**src/rtl/snoop_bus_arbiter.sv**
```systemverilog
// snoop_bus_arbiter: round-robin owner of the MSI coherence bus that sequences
// broadcast, snoop collection, write-back and memory fill for three processors.
module snoop_bus_arbiter #(
  parameter int SNOOP_CYCLES = 2,
  parameter int MEM_LATENCY  = 4
) (
  input  logic       clock,
  input  logic       reset,
  input  logic [2:0] req,
  input  logic [5:0] msg_in,
  input  logic [8:0] addr_in,
  input  logic [2:0] snoop_wb,
  input  logic [8:0] snoop_wb_data,
  input  logic [2:0] mem_rdata,
  output logic [2:0] grant,
  output logic       bus_valid,
  output logic [1:0] bus_msg,
  output logic [2:0] bus_addr,
  output logic [1:0] bus_src,
  output logic       wb,
  output logic [2:0] wb_addr,
  output logic [2:0] wb_data,
  output logic       mem_read,
  output logic [2:0] mem_addr,
  output logic [2:0] done,
  output logic [2:0] done_data,
  output logic       busy
);
  typedef enum logic [2:0] {IDLE, BCAST, SNOOP, WB, MEM, DONE} state_t;
  localparam logic [1:0] READ_MISS = 2'b01;
  localparam logic [1:0] NO_MSG    = 2'b11;
  localparam int CW = 8;
  state_t state_q, state_d;
  logic [1:0] ptr_q, ptr_d, own_q, own_d, msg_q, msg_d;
  logic [2:0] tag_q, tag_d, snp_data_q, snp_data_d, fill_q, fill_d;
  logic snp_hit_q, snp_hit_d;
  logic [CW-1:0] cnt_q, cnt_d;
  logic [1:0] pick;
  logic [2:0] snp_mask, snp_sel;
  logic [2:0] grant_q, grant_d, bus_addr_q, bus_addr_d, wb_addr_q, wb_addr_d;
  logic [2:0] wb_data_q, wb_data_d, mem_addr_q, mem_addr_d;
  logic [2:0] done_q, done_d, done_data_q, done_data_d;
  logic [1:0] bus_msg_q, bus_msg_d, bus_src_q, bus_src_d;
  logic bus_valid_q, bus_valid_d, wb_q, wb_d, mem_read_q, mem_read_d, busy_q, busy_d;
  // Descending scan so the smallest offset from the pointer / lowest receptor index wins.
  always_comb begin
    pick = ptr_q;
    for (int i = 2; i >= 0; i--)
      if (req[(int'(ptr_q) + i) % 3]) pick = 2'((int'(ptr_q) + i) % 3);
    snp_mask = snoop_wb & ~(3'b001 << own_q);
    snp_sel = 3'b000;
    for (int i = 2; i >= 0; i--)
      if (snp_mask[i]) snp_sel = snoop_wb_data[3*i +: 3];
  end
  always_comb begin
    state_d = state_q;
    ptr_d = ptr_q;
    own_d = own_q;
    msg_d = msg_q;
    tag_d = tag_q;
    snp_hit_d = snp_hit_q;
    snp_data_d = snp_data_q;
    fill_d = fill_q;
    cnt_d = cnt_q + CW'(1);
    case (state_q)
      IDLE: if (|req) begin
        own_d = pick;
        msg_d = msg_in[2*pick +: 2];
        tag_d = addr_in[3*pick +: 3];
        ptr_d = pick == 2'd2 ? 2'd0 : pick + 2'd1;
        snp_hit_d = 1'b0;
        snp_data_d = 3'b000;
        fill_d = 3'b000;
        state_d = msg_d == NO_MSG ? DONE : BCAST;
      end
      BCAST: begin
        cnt_d = '0;
        state_d = SNOOP;
      end
      SNOOP: begin
        if (!snp_hit_q && |snp_mask) begin
          snp_hit_d = 1'b1;
          snp_data_d = snp_sel;
        end
        if (cnt_q == CW'(SNOOP_CYCLES - 1)) begin
          cnt_d = '0;
          state_d = snp_hit_d ? WB : msg_q == READ_MISS ? MEM : DONE;
        end
      end
      WB: begin
        fill_d = msg_q == READ_MISS ? snp_data_q : fill_q;
        state_d = DONE;
      end
      MEM: if (cnt_q == CW'(MEM_LATENCY - 1)) begin
        fill_d = mem_rdata;
        state_d = DONE;
      end
      DONE: state_d = IDLE;
      default: state_d = IDLE;
    endcase
    // Outputs are registered images of the state being entered.
    grant_d = state_d == IDLE ? 3'b000 : 3'b001 << own_d;
    busy_d = state_d != IDLE;
    bus_valid_d = state_d == BCAST;
    bus_msg_d = bus_valid_d ? msg_d : 2'b00;
    bus_addr_d = bus_valid_d ? tag_d : 3'b000;
    bus_src_d = bus_valid_d ? own_d : 2'b00;
    wb_d = state_d == WB;
    wb_addr_d = wb_d ? tag_d : 3'b000;
    wb_data_d = wb_d ? snp_data_d : 3'b000;
    mem_read_d = state_d == MEM && state_q != MEM;
    mem_addr_d = mem_read_d ? tag_d : 3'b000;
    done_d = state_d == DONE ? 3'b001 << own_d : 3'b000;
    done_data_d = state_d == DONE && msg_d == READ_MISS ? fill_d : 3'b000;
  end
  always_ff @(posedge clock) begin
    if (reset) begin
      state_q <= IDLE;
      ptr_q <= '0;
      own_q <= '0;
      msg_q <= '0;
      tag_q <= '0;
      snp_hit_q <= 1'b0;
      snp_data_q <= '0;
      fill_q <= '0;
      cnt_q <= '0;
      grant_q <= '0;
      busy_q <= 1'b0;
      bus_valid_q <= 1'b0;
      bus_msg_q <= '0;
      bus_addr_q <= '0;
      bus_src_q <= '0;
      wb_q <= 1'b0;
      wb_addr_q <= '0;
      wb_data_q <= '0;
      mem_read_q <= 1'b0;
      mem_addr_q <= '0;
      done_q <= '0;
      done_data_q <= '0;
    end else begin
      state_q <= state_d;
      ptr_q <= ptr_d;
      own_q <= own_d;
      msg_q <= msg_d;
      tag_q <= tag_d;
      snp_hit_q <= snp_hit_d;
      snp_data_q <= snp_data_d;
      fill_q <= fill_d;
      cnt_q <= cnt_d;
      grant_q <= grant_d;
      busy_q <= busy_d;
      bus_valid_q <= bus_valid_d;
      bus_msg_q <= bus_msg_d;
      bus_addr_q <= bus_addr_d;
      bus_src_q <= bus_src_d;
      wb_q <= wb_d;
      wb_addr_q <= wb_addr_d;
      wb_data_q <= wb_data_d;
      mem_read_q <= mem_read_d;
      mem_addr_q <= mem_addr_d;
      done_q <= done_d;
      done_data_q <= done_data_d;
    end
  end
  assign grant = grant_q;
  assign busy = busy_q;
  assign bus_valid = bus_valid_q;
  assign bus_msg = bus_msg_q;
  assign bus_addr = bus_addr_q;
  assign bus_src = bus_src_q;
  assign wb = wb_q;
  assign wb_addr = wb_addr_q;
  assign wb_data = wb_data_q;
  assign mem_read = mem_read_q;
  assign mem_addr = mem_addr_q;
  assign done = done_q;
  assign done_data = done_data_q;
endmodule

```
**config.mk**
```make
export PLATFORM = sky130hd
export DESIGN_NAME = snoop_bus_arbiter
export DESIGN_NICKNAME = d
export VERILOG_FILES = /design/src/rtl/snoop_bus_arbiter.sv
export SDC_FILE = /design/constraint.sdc
export NUM_CORES = 1
export LEC_CHECK = 0
export BUFFER_PORTS_ARGS = -buffer_cell sky130_fd_sc_hd__buf_4
export CAP_MARGIN = 0
export CORE_ASPECT_RATIO = 0.9
export CORE_MARGIN = 5
export CORE_UTILIZATION = 48
export DETAILED_ROUTE_END_ITERATION = 6
export PLACE_DENSITY = 0.86
export SETUP_SLACK_MARGIN = 0.1
export SLEW_MARGIN = 20
export SYNTH_ARGS = -nofsm -noshare
export SYNTH_HDL_FRONTEND = slang
export SYNTH_SLANG_ARGS = --single-unit
```
**constraint.sdc**
```tcl
create_clock -name clock -period 2.9 [get_ports clock]
set_input_delay 0.87 -clock clock [delete_from_list [all_inputs] [get_ports clock]]
set_output_delay 0.87 -clock clock [all_outputs]
set_load 0.05 [all_outputs]
```
; ---- Word-level counts from Yosys, hierarchy flattened
; Index checks and enable logic that the tools add are counted.
[word_totals]
ff_bits = 56
in_bits = 35
out_inout_bits = 29
elab_cells = 120
[classes]
n_addsub = 4
n_mul = 1
div = 3
magnitude_cmp = 3
eq_ne = 16
shift = 4
n_mux = 42
bitwise = 7
reduce_logical = 18
[op_table]
columns = cell, n
row1 = 32-bit by 4-bit < comparator with 1-bit output (second input constant), 3
row2 = 32-bit by 3-bit modulo with 32-bit output (second input constant), 2
row3 = 3-bit two-way mux, 15
row4 = 3-bit by 3-bit modulo with 32-bit output (second input constant), 1
row5 = 2-bit two-way mux, 8
row6 = 8-bit one-hot mux with 2 select lines, 1
row7 = 3-bit one-hot mux with 5 select lines, 1
row8 = 2-bit OR reduction, 6
row9 = 1-bit two-way mux, 10
row10 = 3-bit by 2-bit equality test with 1-bit output (second input constant), 3
row11 = 3-bit equality test (second input constant), 3
row12 = 3-bit one-hot mux with 3 select lines, 1
row13 = 9-bit by 5-bit variable part select with 3-bit output, 1
row14 = 8-bit by 1-bit adder with 8-bit output (second input constant), 1
row15 = 8-bit by 1-bit equality test with 1-bit output (second input constant), 1
row16 = 8-bit by 2-bit equality test with 1-bit output (second input constant), 1
row17 = 8-bit two-way mux, 1
row18 = 1-bit binary-select mux with 2-bit select, 3
row19 = 3-bit by 1-bit equality test with 1-bit output (second input constant), 2
row20 = 3-bit zero test, 2
row21 = 3-bit one-hot mux with 2 select lines, 1
row22 = 3-bit OR reduction, 2
row23 = 6-bit by 4-bit variable part select with 2-bit output, 1
row24 = 1-bit by 2-bit left shift with 3-bit output (first input constant), 2
row25 = other kinds (17), 26

; ---- Longest topological paths before layout
; Gate-level depths: netlist (run 1).
[logic_depth]
ltp_word = 17
ltp_mapped = 11
depth_no_buf = 9

; ---- Worst setup path after synthesis (run 1)
; Ideal clock, no wire load.
[synth_path]
kind = input port to flip-flop
start = in req[1]
end = reg mem_addr_q[0] (netlist: mem_addr[0])
setup_ns = 0.128
t_arrival_ns = 2.616
required_ns = 2.772
setup_slack_ns = 0.156
stages = 8
n_path_buf = 1
path_cell_list = mux2i_1 -> o21ai_0 -> o311ai_2 -> and2_1 -> clkbuf_4 -> mux2_2 -> a221oi_2 -> nor3_1
[synth_via]
elab_chain_cells = 15
elab_cells_between_ends = 26
cone_classes = mul: 1 / eq/ne: 2 / shift: 2 / mux: 17 / bitwise: 1 / reduce/logical: 3
[synth_lines]
columns = item, line_no
row1 = "start, declared", 9  ; input logic [2:0] req,
row2 = 1-bit binary-select mux with 2-bit select, 49  ; if (req[(int'(ptr_q) + i) % 3]) pick = 2'((int'(ptr_q) + i) % 3);
row3 = 1-bit two-way mux (not written as such) (2 in series), 49
row4 = 2-bit two-way mux (3 in series), 49
row5 = 6-bit by 4-bit variable part select with 2-bit output, 68  ; msg_d = msg_in[2*pick +: 2];
row6 = 2-bit equality test, 74  ; state_d = msg_d == NO_MSG ? DONE : BCAST;
row7 = 3-bit two-way mux, 74
row8 = 3-bit two-way mux, 66  ; IDLE: if (|req) begin
row9 = 3-bit one-hot mux with 5 select lines, 65  ; case (state_q)
row10 = 3-bit equality test, 111  ; mem_read_d = state_d == MEM && state_q != MEM;
row11 = 1-bit logical AND, 111
row12 = 1-bit inverter (no source line), -
row13 = 2-bit OR reduction (no source line), -
row14 = "end signal, assigned", 160  ; mem_addr_q <= mem_addr_d;
row15 = "end, declared", 41  ; logic [2:0] wb_data_q, wb_data_d, mem_addr_q, mem_addr_d;
; Several ways; a longest one is shown, not always the timed one. The select of a mux whose other input is x is not followed.
; A chain may end at the register's enable or synchronous reset.

; ---- Final worst setup path (run 1)
[layout_path]
start = reg ptr_q[0]
end = reg done_q[1] (netlist: done[1])
[layout_via]
elab_chain_cells = 16
elab_cells_between_ends = 28
cone_classes = add/sub: 2 / div: 3 / eq/ne: 2 / shift: 2 / mux: 17 / bitwise: 1 / reduce/logical: 1
[layout_lines]
columns = item, line_no
row1 = "start, declared", 34  ; logic [1:0] ptr_q, ptr_d, own_q, own_d, msg_q, msg_d;
row2 = "start signal, assigned", 142  ; ptr_q <= ptr_d;
row3 = 2-bit by 2-bit adder with 3-bit output, 49
row4 = 32-bit by 3-bit modulo with 32-bit output, 49
row5 = 1-bit binary-select mux with 2-bit select, 49
row6 = 1-bit two-way mux (not written as such) (2 in series), 49
row7 = 2-bit two-way mux (2 in series), 49
row8 = 2-bit two-way mux (*), 49
row9 = 6-bit by 4-bit variable part select with 2-bit output, 68
row10 = 2-bit equality test, 74
row11 = 3-bit two-way mux, 74
row12 = 3-bit two-way mux, 66
row13 = 3-bit one-hot mux with 5 select lines, 65
row14 = 3-bit equality test, 113  ; done_d = state_d == DONE ? 3'b001 << own_d : 3'b000;
row15 = 1-bit inverter (no source line), -
row16 = 2-bit OR reduction (no source line), -
row17 = "end signal, assigned", 161  ; done_q <= done_d;
row18 = "end, declared", 42  ; logic [2:0] done_q, done_d, done_data_q, done_data_d;
; Every way passes the cells marked *; elsewhere a longest branch is shown, timed or not. The select of a mux whose other input is x is not followed.

==> results of run 1 <==
sequential cells by signal, indices dropped and copies added (netlist names), 2 cells and up:
| register | cells |
|---|---|
| done | 3 |
| bus_msg | 2 |
| fill_q | 3 |
| cnt_q | 8 |
| state_q | 3 |
| done_data | 3 |
| ptr_q | 2 |
| bus_addr | 3 |
| grant | 3 |
| msg_q | 2 |
| wb_addr | 3 |
| bus_src | 2 |
| mem_addr | 3 |
| own_q | 2 |
| tag_q | 3 |
| snp_data_q | 3 |
| wb_data | 3 |
logic make-up (layout without fill, tap and decap cells):
family                   after synthesis  count (layout)  share of synthesized area, %
AO/OA/AOI/OAI                         61              61                          18.4
XOR/XNOR                               7               7                          2.36
adder cells (fa/ha/maj)                5               5                          2.41
buffers and inverters                 22             106                          4.09
flip-flops                            56              56                          43.2
multiplexers                           7               7                          2.89
AND/OR/NAND/NOR                      134             134                          26.7
synth_stat cells, types with 2 or more instances:
master | n | area (µm²)
or2_2 | 2 | 12.5
clkbuf_1 | 4 | 15.0
ha_1 | 5 | 62.6
a21oi_1 | 18 | 90.1
dfxtp_1 | 56 | 1120
mux2i_1 | 3 | 30.0
nor2b_1 | 5 | 31.3
nand3b_1 | 2 | 15.0
nand3_1 | 9 | 45.0
o21ai_0 | 3 | 15.0
nor2_1 | 53 | 199
o21ai_1 | 2 | 10.0
o31ai_1 | 2 | 15.0
a211o_1 | 2 | 17.5
mux2_2 | 4 | 45.0
nand2b_1 | 3 | 18.8
o221ai_1 | 3 | 26.3
a22oi_1 | 4 | 30.0
nand2_1 | 21 | 78.8
clkbuf_4 | 2 | 15.0
xor2_1 | 6 | 52.6
nand4_1 | 2 | 12.5
a221oi_1 | 2 | 17.5
a22o_1 | 3 | 26.3
and2b_2 | 2 | 17.5
a221oi_2 | 3 | 45.0
buf_1 | 2 | 7.51
nor3_1 | 9 | 45.0
buf_4 | 2 | 15.0
inv_1 | 10 | 37.5
a32oi_1 | 3 | 26.3
nor3b_1 | 3 | 22.5
and3_1 | 7 | 43.8
a211oi_1 | 4 | 30.0
and2_1 | 4 | 25.0
metal layers:
metal | global-route usage (%) | routed length, µm | share of wire (%) | vias to the layer above
met3 | 3.82 | 452 | 6.9 | 8
met5 | 0 | 0 | 0 | -
met4 | 5.06 | 67 | 1.0 | 0
met2 | 31.8 | 3280 | 50 | 85
li1 | - | - | - | 1196
met1 | 23.7 | 2750 | 42 | 1102
tightest hold or removal path: cells and delay by family, from the launching register on:
| kind | cells | cell delay, ns |
|---|---|---|
| AND/OR/NAND/NOR | 1 | 0.07 |
| AO/OA/AOI/OAI | 1 | 0.07 |
| flip-flops | 1 | 0.32 |
repair_timing:
action                                 4_1_cts  5_1_grt
endpoints found under the hold margin        0        0
pin swaps                                    0        7
setup endpoints to repair                    6       25
gates resized for setup                      4       18
hold buffers                                 0        0
buffers inserted                             0        3
path summary, 6_finish.rpt:
| kind | to | slack [ns] | depth (start not counted) |
|---|---|---|---|
| min | fill_q[1]$_SDFF_PP0_ | 0.49 | 2 |
| max reg2reg | done[1]$_SDFF_PP0_ | 0.18 | 12 |
| max | done[1]$_SDFF_PP0_ | 0.18 | 12 |
| min reg2reg | fill_q[1]$_SDFF_PP0_ | 0.49 | 2 |
report_power, final:
part	total, mW	leakage [nW]	internal (mW)	switching, mW
combinational	2.10	1.00	0.862	1.23
sequential	1.06	0.456	0.937	0.119
clock	0.428	0.0445	0.172	0.256
total	3.58	1.50	1.97	1.61
layout make-up:
class | count | share of cell area (%)
tap | 67 | 2.42
sequential | 56 | 32.4
clock inverter | 3 | 0.613
timing repair buffer | 88 | 19.0
multi-input combinational | 214 | 42.5
clock buffer | 5 | 1.98
inverter | 10 | 1.08
==> run metrics, run 1 <==
Final Slew Violations 0; largest net degree at the start of global routing 21; Max-slew headroom 56.5%; cell repeated most along the worst path buf_4; crit path cell chain inv_1 > ha_4 > buf_4 > nand2b_1 > a21boi_2 > o311ai_4 > buf_4 > buf_4 > a211oi_2 > nor3_4 > o211a_4 > nor4b_4; Die ar. 0.00698 mm²; number of global-route vias before repair 2302; max-cap violations 0; synth unique cells 62; Tmin final 2.72 ns; initial detailed-routing violation count 120; Mapped Area 0.00260 mm²; hold wc startpoint fill_q[1]$_SDFF_PP0_; sequential fraction of the synthesis area a little over two fifths; Hold Violations, Final 0; Final setup viols 0; initial antenna violation count 0; Final Cell Area around 0.0035 mm²; leak pwr 1.50 nW; #FFs+latches synth 56; most common cell after layout, fill and taps aside buf_4; row count 25; VDD IR max 0.000576 V; grt ovf 0; core area roughly 0.0053 mm²; Initial Utilization 49.4%; Boundary Pins 64; antenna diode count 0; Final Net Count 415; total placed cells including tap cells 432; DP Wirelength roughly 4.8 mm; ys flop type dfxtp_1; worst setup path class reg2reg; CP bufs+invs 4; WL final 6.55 mm; Total Neg Setup Slack 0 ns; crit start category flip-flop; DRT Pass-1 Iters 4; first-pass GRT wire length 10.5 mm; chip width between 80 and 90 µm; PnR Total Power 3.58 mW; Post-synth EDFFs 0; clock sink count 56; CTS tree done; Worst Tran Pin Value 0.652 ns; vias post-DR 2391; routability cong. 0.911; Overall Global Routing Usage 18.6%; Fillers about 420; Syn Nets 332; RSZ-0062 raised after global routing false; maximum clock frequency about 0.37 GHz; maximum buffer depth of the clock tree 2; CTS root buf clkbuf_8; skew final 0.0144 ns; Avg Inst Size Synth between 8 and 9 µm²; crit-path max cell delay 0.34 ns; fin worst setup slack around 0.18 ns; status complete, no violations; die height approximately 80 µm; CP Capture Type flip-flop; async set or reset register ratio after synthesis 0%; clk slew on worst S/H paths 0.10 ns; post-route insts no fill 443; CP max stage cell dfxtp_2; Place WS -0.0905 ns; post-route ant nets 0; area of the multi-input gates 0.00147 mm²; commonest cells after routing, fill and taps aside buf_4, dfxtp_1, nor2_1; IO buf count 63; crit path DAT slightly below 3 ns; CP required between 3 and 4 ns; H-tree levels 2; placed cell area around 0.0033 mm²; Final Cycle Share 93.8%; FF/Latch Area 0.00112 mm²; DRC viols 0; pwr dens just over 1000 mW/mm²; final core occ 66.0%; critical path's top delay family compound AO/OA/AOI/OAI gates; post-DR wirelength/cell 14.8 µm; share of cells above drive strength 1 35.4%; HP Class reg2reg; Synth Instances approximately 290; worst skew pair latency 0.31 ns; yosys warns 0; Via density 5.40; Hold WS 0.493 ns; CTS Buf Count 5; worst-path fanout max 8; Area Overhead vs Synth 33.6%; RR Startpoint ptr_q[0]$_SDFFE_PP0P_; critical path startpoint ptr_q[0]$_SDFFE_PP0P_
Power figures use the tool's default switching activity.
==> run 2: changes to the inputs <==
Settings changed: CORE_UTILIZATION 48 to 57, PLACE_DENSITY 0.86 to 0.95.
Clock period 2.9 ns to 3.25 ns, I/O delays scaled along.
==> run 2 against run 1 <==
Compared with the run above:
- die area down 14%
- cell count decreased by 6.1%
- sequential share of layout area rose by 2.6 points
- first-iteration DRC count rose by 11%
- combinational power fell by 26%
- global-route usage is 2.6 points higher
- largest power group unchanged
- highest routed layer unchanged
==> run metrics, run 2 (synthesis gave the netlist of run 1 again) <==
max-cap violations 0; Reg with most FFs cnt_q; skew final 0.0103 ns; crit path DAT around 3.3 ns; chip width just over 80 µm; CTS root buf clkbuf_8; DP Wirelength 4.66 mm; CP required approximately 3.5 ns; VDD IR max 0.000649 V; maximum clock frequency 0.328 GHz; max reg flops 8; first-pass GRT wire length 10.0 mm; Via density 5.67; maximum buffer depth of the clock tree 2; commonest cells after routing, fill and taps aside buf_4, dfxtp_1, nor2_1; worst skew pair latency 0.31 ns; Initial Utilization between 50% and 60%; Overall Global Routing Usage 21.2%; fin worst setup slack 0.197 ns; row count 23; clk slew on worst S/H paths between 0.1 and 0.15 ns; clock share of power 13.7%; post-route ant nets 0; initial detailed-routing violation count between 100 and 150; Flop pwr share between 30% and 40%; vias post-DR 2358; Hold WS 0.500 ns; WL final 6.13 mm; Hold Violations, Final 0; Final setup viols 0; DRT Pass-1 Iters 4; Final Net Count approximately 390; worst-path fanout max 10; Total Neg Setup Slack 0 ns; M1 WL ~2.6 mm; pwr dens 903 mW/mm²; most common cell after layout, fill and taps aside buf_4; met3 WL ~470 µm; CTS Buf Count 5; leak pwr 1.39 nW; largest net degree at the start of global routing 21; DRC viols 0; Max-slew headroom between 60% and 70%; die height 74.0 µm; Place WS 0.105 ns; HP Class reg2reg; grt ovf 0; CTS tree done; antenna diode count 0; routability cong. between 0.9 and 1; Final Slew Violations 0; Setup Buffers After CTS 0; crit start category flip-flop; Area Overhead vs Synth 23.5%; Boundary Pins 64; clock sink count 56; H-tree levels 2; Worst Tran Pin Value about 0.54 ns; IO buf count between 60 and 70; number of global-route vias before repair between 2000 and 2500; Tmin final between 3 and 4 ns; CP Capture Type flip-flop; combinational power share about 54%; initial antenna violation count 0; core area approximately 0.0044 mm²; post-DR wirelength/cell 14.7 µm; worst setup path class reg2reg; P_sw roughly 1.3 mW; Final Cycle Share around 94%; Die ar. roughly 0.006 mm²; RSZ-0062 raised after global routing false; internal power 1.56 mW; metal2 WL 2.97 mm; Sw Ratio 46.2%; status complete, no violations; share of cells above drive strength 1 28.8%; top layer in use met4; Fillers 344
run 2: changes by cell type in the layout (fill, tap and decap cells not counted), moves of 2 or more:
cell | previous run | this run
mux2i_2 | 2 | 0
ha_1 | 3 | 5
ha_4 | 2 | 0
dfxtp_1 | 54 | 56
dfxtp_2 | 2 | 0
buf_4 | 88 | 66
mux2i_1 | 1 | 3
run 2: through the flow:
stage | instances | cell area, µm² | utilization (%) | power, mW
4_1_cts | 416 | 3200 | 72.1 | 2.88
5_1_grt | 416 | 3210 | 72.4 | 3.09
6_report | 416 | 3210 | 72.4 | 2.90
2_1_floorplan | 292 | 2600 | - | 2.12
3_3_place_gp | 408 | 3100 | 70.0 | 2.43
3_5_place_dp | 408 | 3100 | 70.0 | 2.47
run 2: cell type report:
cell class              count  area (µm²)  share of cell area [%]
inverters                  10        37.5                    1.17
flip-flops and latches     56        1120                    35.0
clock buffers               5        68.8                    2.15
multi-input cells         214        1380                    43.1
well taps                  62        77.6                    2.42
clock inverters             3        25.0                   0.780
repair buffers             66         495                    15.5
run 2: power groups by stage:
stage / Clock [mW] / Combinational, mW / Sequential (mW)
floorplan: 0 / 0.963 / 1.16
global placement: 0 / 1.48 / 0.946
detailed placement: 0 / 1.52 / 0.950
CTS: 0.404 / 1.54 / 0.938
global route: 0.437 / 1.69 / 0.963
finish: 0.397 / 1.56 / 0.940
run 2: final timing paths:
| path | from | end | slack, ns | depth (start not counted) |
|---|---|---|---|---|
| setup / recovery | ptr_q[0]$_SDFFE_PP0P_ | done[1]$_SDFF_PP0_ | 0.20 | 9 |
| hold / removal | fill_q[1]$_SDFF_PP0_ | fill_q[1]$_SDFF_PP0_ | 0.50 | 2 |
| setup reg to reg | ptr_q[0]$_SDFFE_PP0P_ | done[1]$_SDFF_PP0_ | 0.20 | 9 |
| hold reg to reg | fill_q[1]$_SDFF_PP0_ | fill_q[1]$_SDFF_PP0_ | 0.50 | 2 |
run 2: metal layers:
layer / track usage (%) / vias up
met5: 0 / -
met4: 6.94 / 0
met3: 5.69 / 10
met2: 36.9 / 93
met1: 25.4 / 1098
li1: - / 1157
run 2: critical path, stage by stage, from the launching register on:
cell      delay (ns)
dfxtp_1         0.40
inv_1           0.08
ha_1            0.46
mux2i_1         0.29
o21ai_0         0.17
o311ai_1        0.52
a21oi_1         0.17
a211o_1         0.33
o211a_4         0.28
nor4b_2         0.26
run 2: timing repair:
| item | CTS | global route |
|---|---|---|
| hold buffers | 0 | 0 |
| endpoints found under the setup margin | 0 | 19 |
| endpoints found under the hold margin | 0 | 0 |
| gates resized for setup | 0 | 3 |
==> run 3: changes to the inputs <==
Settings changed: BUFFER_PORTS_ARGS -buffer_cell sky130_fd_sc_hd__buf_4 to -buffer_cell sky130_fd_sc_hd__buf_2, GPL_ROUTABILITY_DRIVEN from default to 0.
==> run 3 against run 2 <==
Compared with the run above:
- sequential power is 0.4% lower
- die area did not move
- highest routed layer unchanged
- first-iteration DRC count increased by 39%
- largest cell class unchanged
==> run metrics, run 3 (synthesis gave the netlist of run 1 again) <==
largest net degree at the start of global routing 21; DP Wirelength 4.45 mm; Final Cycle Share between 90% and 100%; H-tree levels 2; clk slew on worst S/H paths 0.11 ns; Tmin final between 2 and 3 ns; Reg2Reg Setup Slack 0.28 ns; max-cap violations 0; first-pass GRT wire length 9.56 mm; share of cells above drive strength 1 28.4%; HP Class reg2reg; Area Overhead vs Synth 17.0%; hold wc startpoint fill_q[2]$_SDFF_PP0_; Overall Global Routing Usage roughly a fifth; crit path DAT 3.20 ns; antenna diode count 0; Final Slew Violations 0; vias post-DR 2314; grt ovf 0; Max-slew headroom 62.3%; leak pwr 1.35 nW; crit-path max cell delay 0.46 ns; Hold Violations, Final 0; clock sink count 56; most common cell after layout, fill and taps aside buf_2; CTS root buf clkbuf_8; status complete, no violations; crit path cell chain inv_1 > ha_1 > mux2i_1 > o21ai_0 > o311ai_2 > buf_4 > a211oi_1 > a211o_1 > o211a_4 > nor4b_2; Boundary Pins 64; CTS tree done; maximum clock frequency roughly 0.34 GHz; worst r2r dst done[1]$_SDFF_PP0_; RR Startpoint ptr_q[0]$_SDFFE_PP0P_; chip width approximately 80 µm; worst setup path class reg2reg; Die ar. 0.00601 mm²; max reg flops 8; CP required 3.47 ns; initial antenna violation count 0; RSZ-0062 raised after global routing false; worst r2r path cells 10; CTS Buf Count 5; skew final 0.0121 ns; initial detailed-routing violation count 185; placed cell area 0.00293 mm²; maximum buffer depth of the clock tree 2; # hold bufs at CTS 0; Setup Buffers After CTS 0; number of global-route vias before repair roughly 2200; hold endpoint fill_q[2]$_SDFF_PP0_; core area 0.00443 mm²; Worst Tran Pin Value 0.566 ns; post-route ant nets 0; worst hold stages 2; Via density 5.59; CP bufs+invs 2; Final Net Count between 300 and 400; Final setup viols 0; VDD IR max 0.000576 V; post-DR wirelength/cell 14.5 µm; DRC viols 0; DRT Pass-1 Iters 4; critical path's top delay family compound AO/OA/AOI/OAI gates; crit start category flip-flop; row count 23; Reg with most FFs cnt_q; Final Cell Area 0.00304 mm²; commonest cells after routing, fill and taps aside buf_2, dfxtp_1, nor2_1; worst skew pair latency around 0.32 ns; worst-path fanout max 10; CP Capture Type flip-flop; Total Neg Setup Slack 0 ns; CP max stage cell ha_1; post_cts resized 0; IO buf count 63; WL final 6.01 mm; pwr dens a little over 900 mW/mm²; die height 74.0 µm; Initial Utilization 58.6%
run 3: metal layers:
layer,share of wire (%),wire length [µm],track usage [%]
met5,0,0,0
met1,44,2640,25.4
met3,6.8,409,5.57
met2,48,2880,34.8
met4,1.3,79,6.57
run 3: through the flow:
step,hold WS (ns),total power [mW],cells,util (%),setup WS [ns]
after floorplan,0.445,2.12,292,-,0.401
after global placement,0.463,2.35,406,66.1,0.163
after CTS,0.485,2.81,414,68.3,0.283
after detailed placement,0.462,2.40,406,66.1,0.0788
final,0.483,2.83,414,68.5,0.276
after global routing,0.521,3.01,414,68.5,0.107
run 3: area by class of cell:
class | instances | area [µm²]
inverters | 10 | 37.5
well taps | 62 | 77.6
clock inverters | 3 | 27.5
clock buffers | 5 | 68.8
fillers | 352 | 1390
repair buffers | 64 | 323
flip-flops and latches | 56 | 1120
multi-input cells | 214 | 1380
run 3: worst reg2reg max path: stages, from the launching register on:
cell and delay [ns]:
dfxtp_1 0.40, inv_1 0.08, ha_1 0.46, mux2i_1 0.26, o21ai_0 0.17, o311ai_2 0.35, buf_4 0.20, a211oi_1 0.09
a211o_1 0.28, o211a_4 0.28, nor4b_2 0.32
run 3: worst max path at each step:
| stage | cells past startpoint | slack, ns | end | start |
|---|---|---|---|---|
| 3_3_place_gp | 8 | 0.16 | done_data[1]$_SDFF_PP0_ | snoop_wb[1] |
| 3_5_place_dp | 8 | 0.08 | done_data[2]$_SDFF_PP0_ | snoop_wb[1] |
| 6_report | 10 | 0.28 | done[1]$_SDFF_PP0_ | ptr_q[0]$_SDFFE_PP0P_ |
| 5_1_grt | 10 | 0.11 | done[2]$_SDFF_PP0_ | ptr_q[0]$_SDFFE_PP0P_ |
| 2_1_floorplan | 8 | 0.40 | mem_addr[0]$_SDFF_PP0_ | req[1] |
| 4_1_cts | 9 | 0.28 | mem_addr[1]$_SDFF_PP0_ | ptr_q[0]$_SDFFE_PP0P_ |
run 3: report_power, final:
group	total, mW	switching, mW	internal, mW
registers	0.936	0.102	0.833
clock network	0.394	0.235	0.158
logic	1.50	0.996	0.506
total	2.83	1.33	1.50
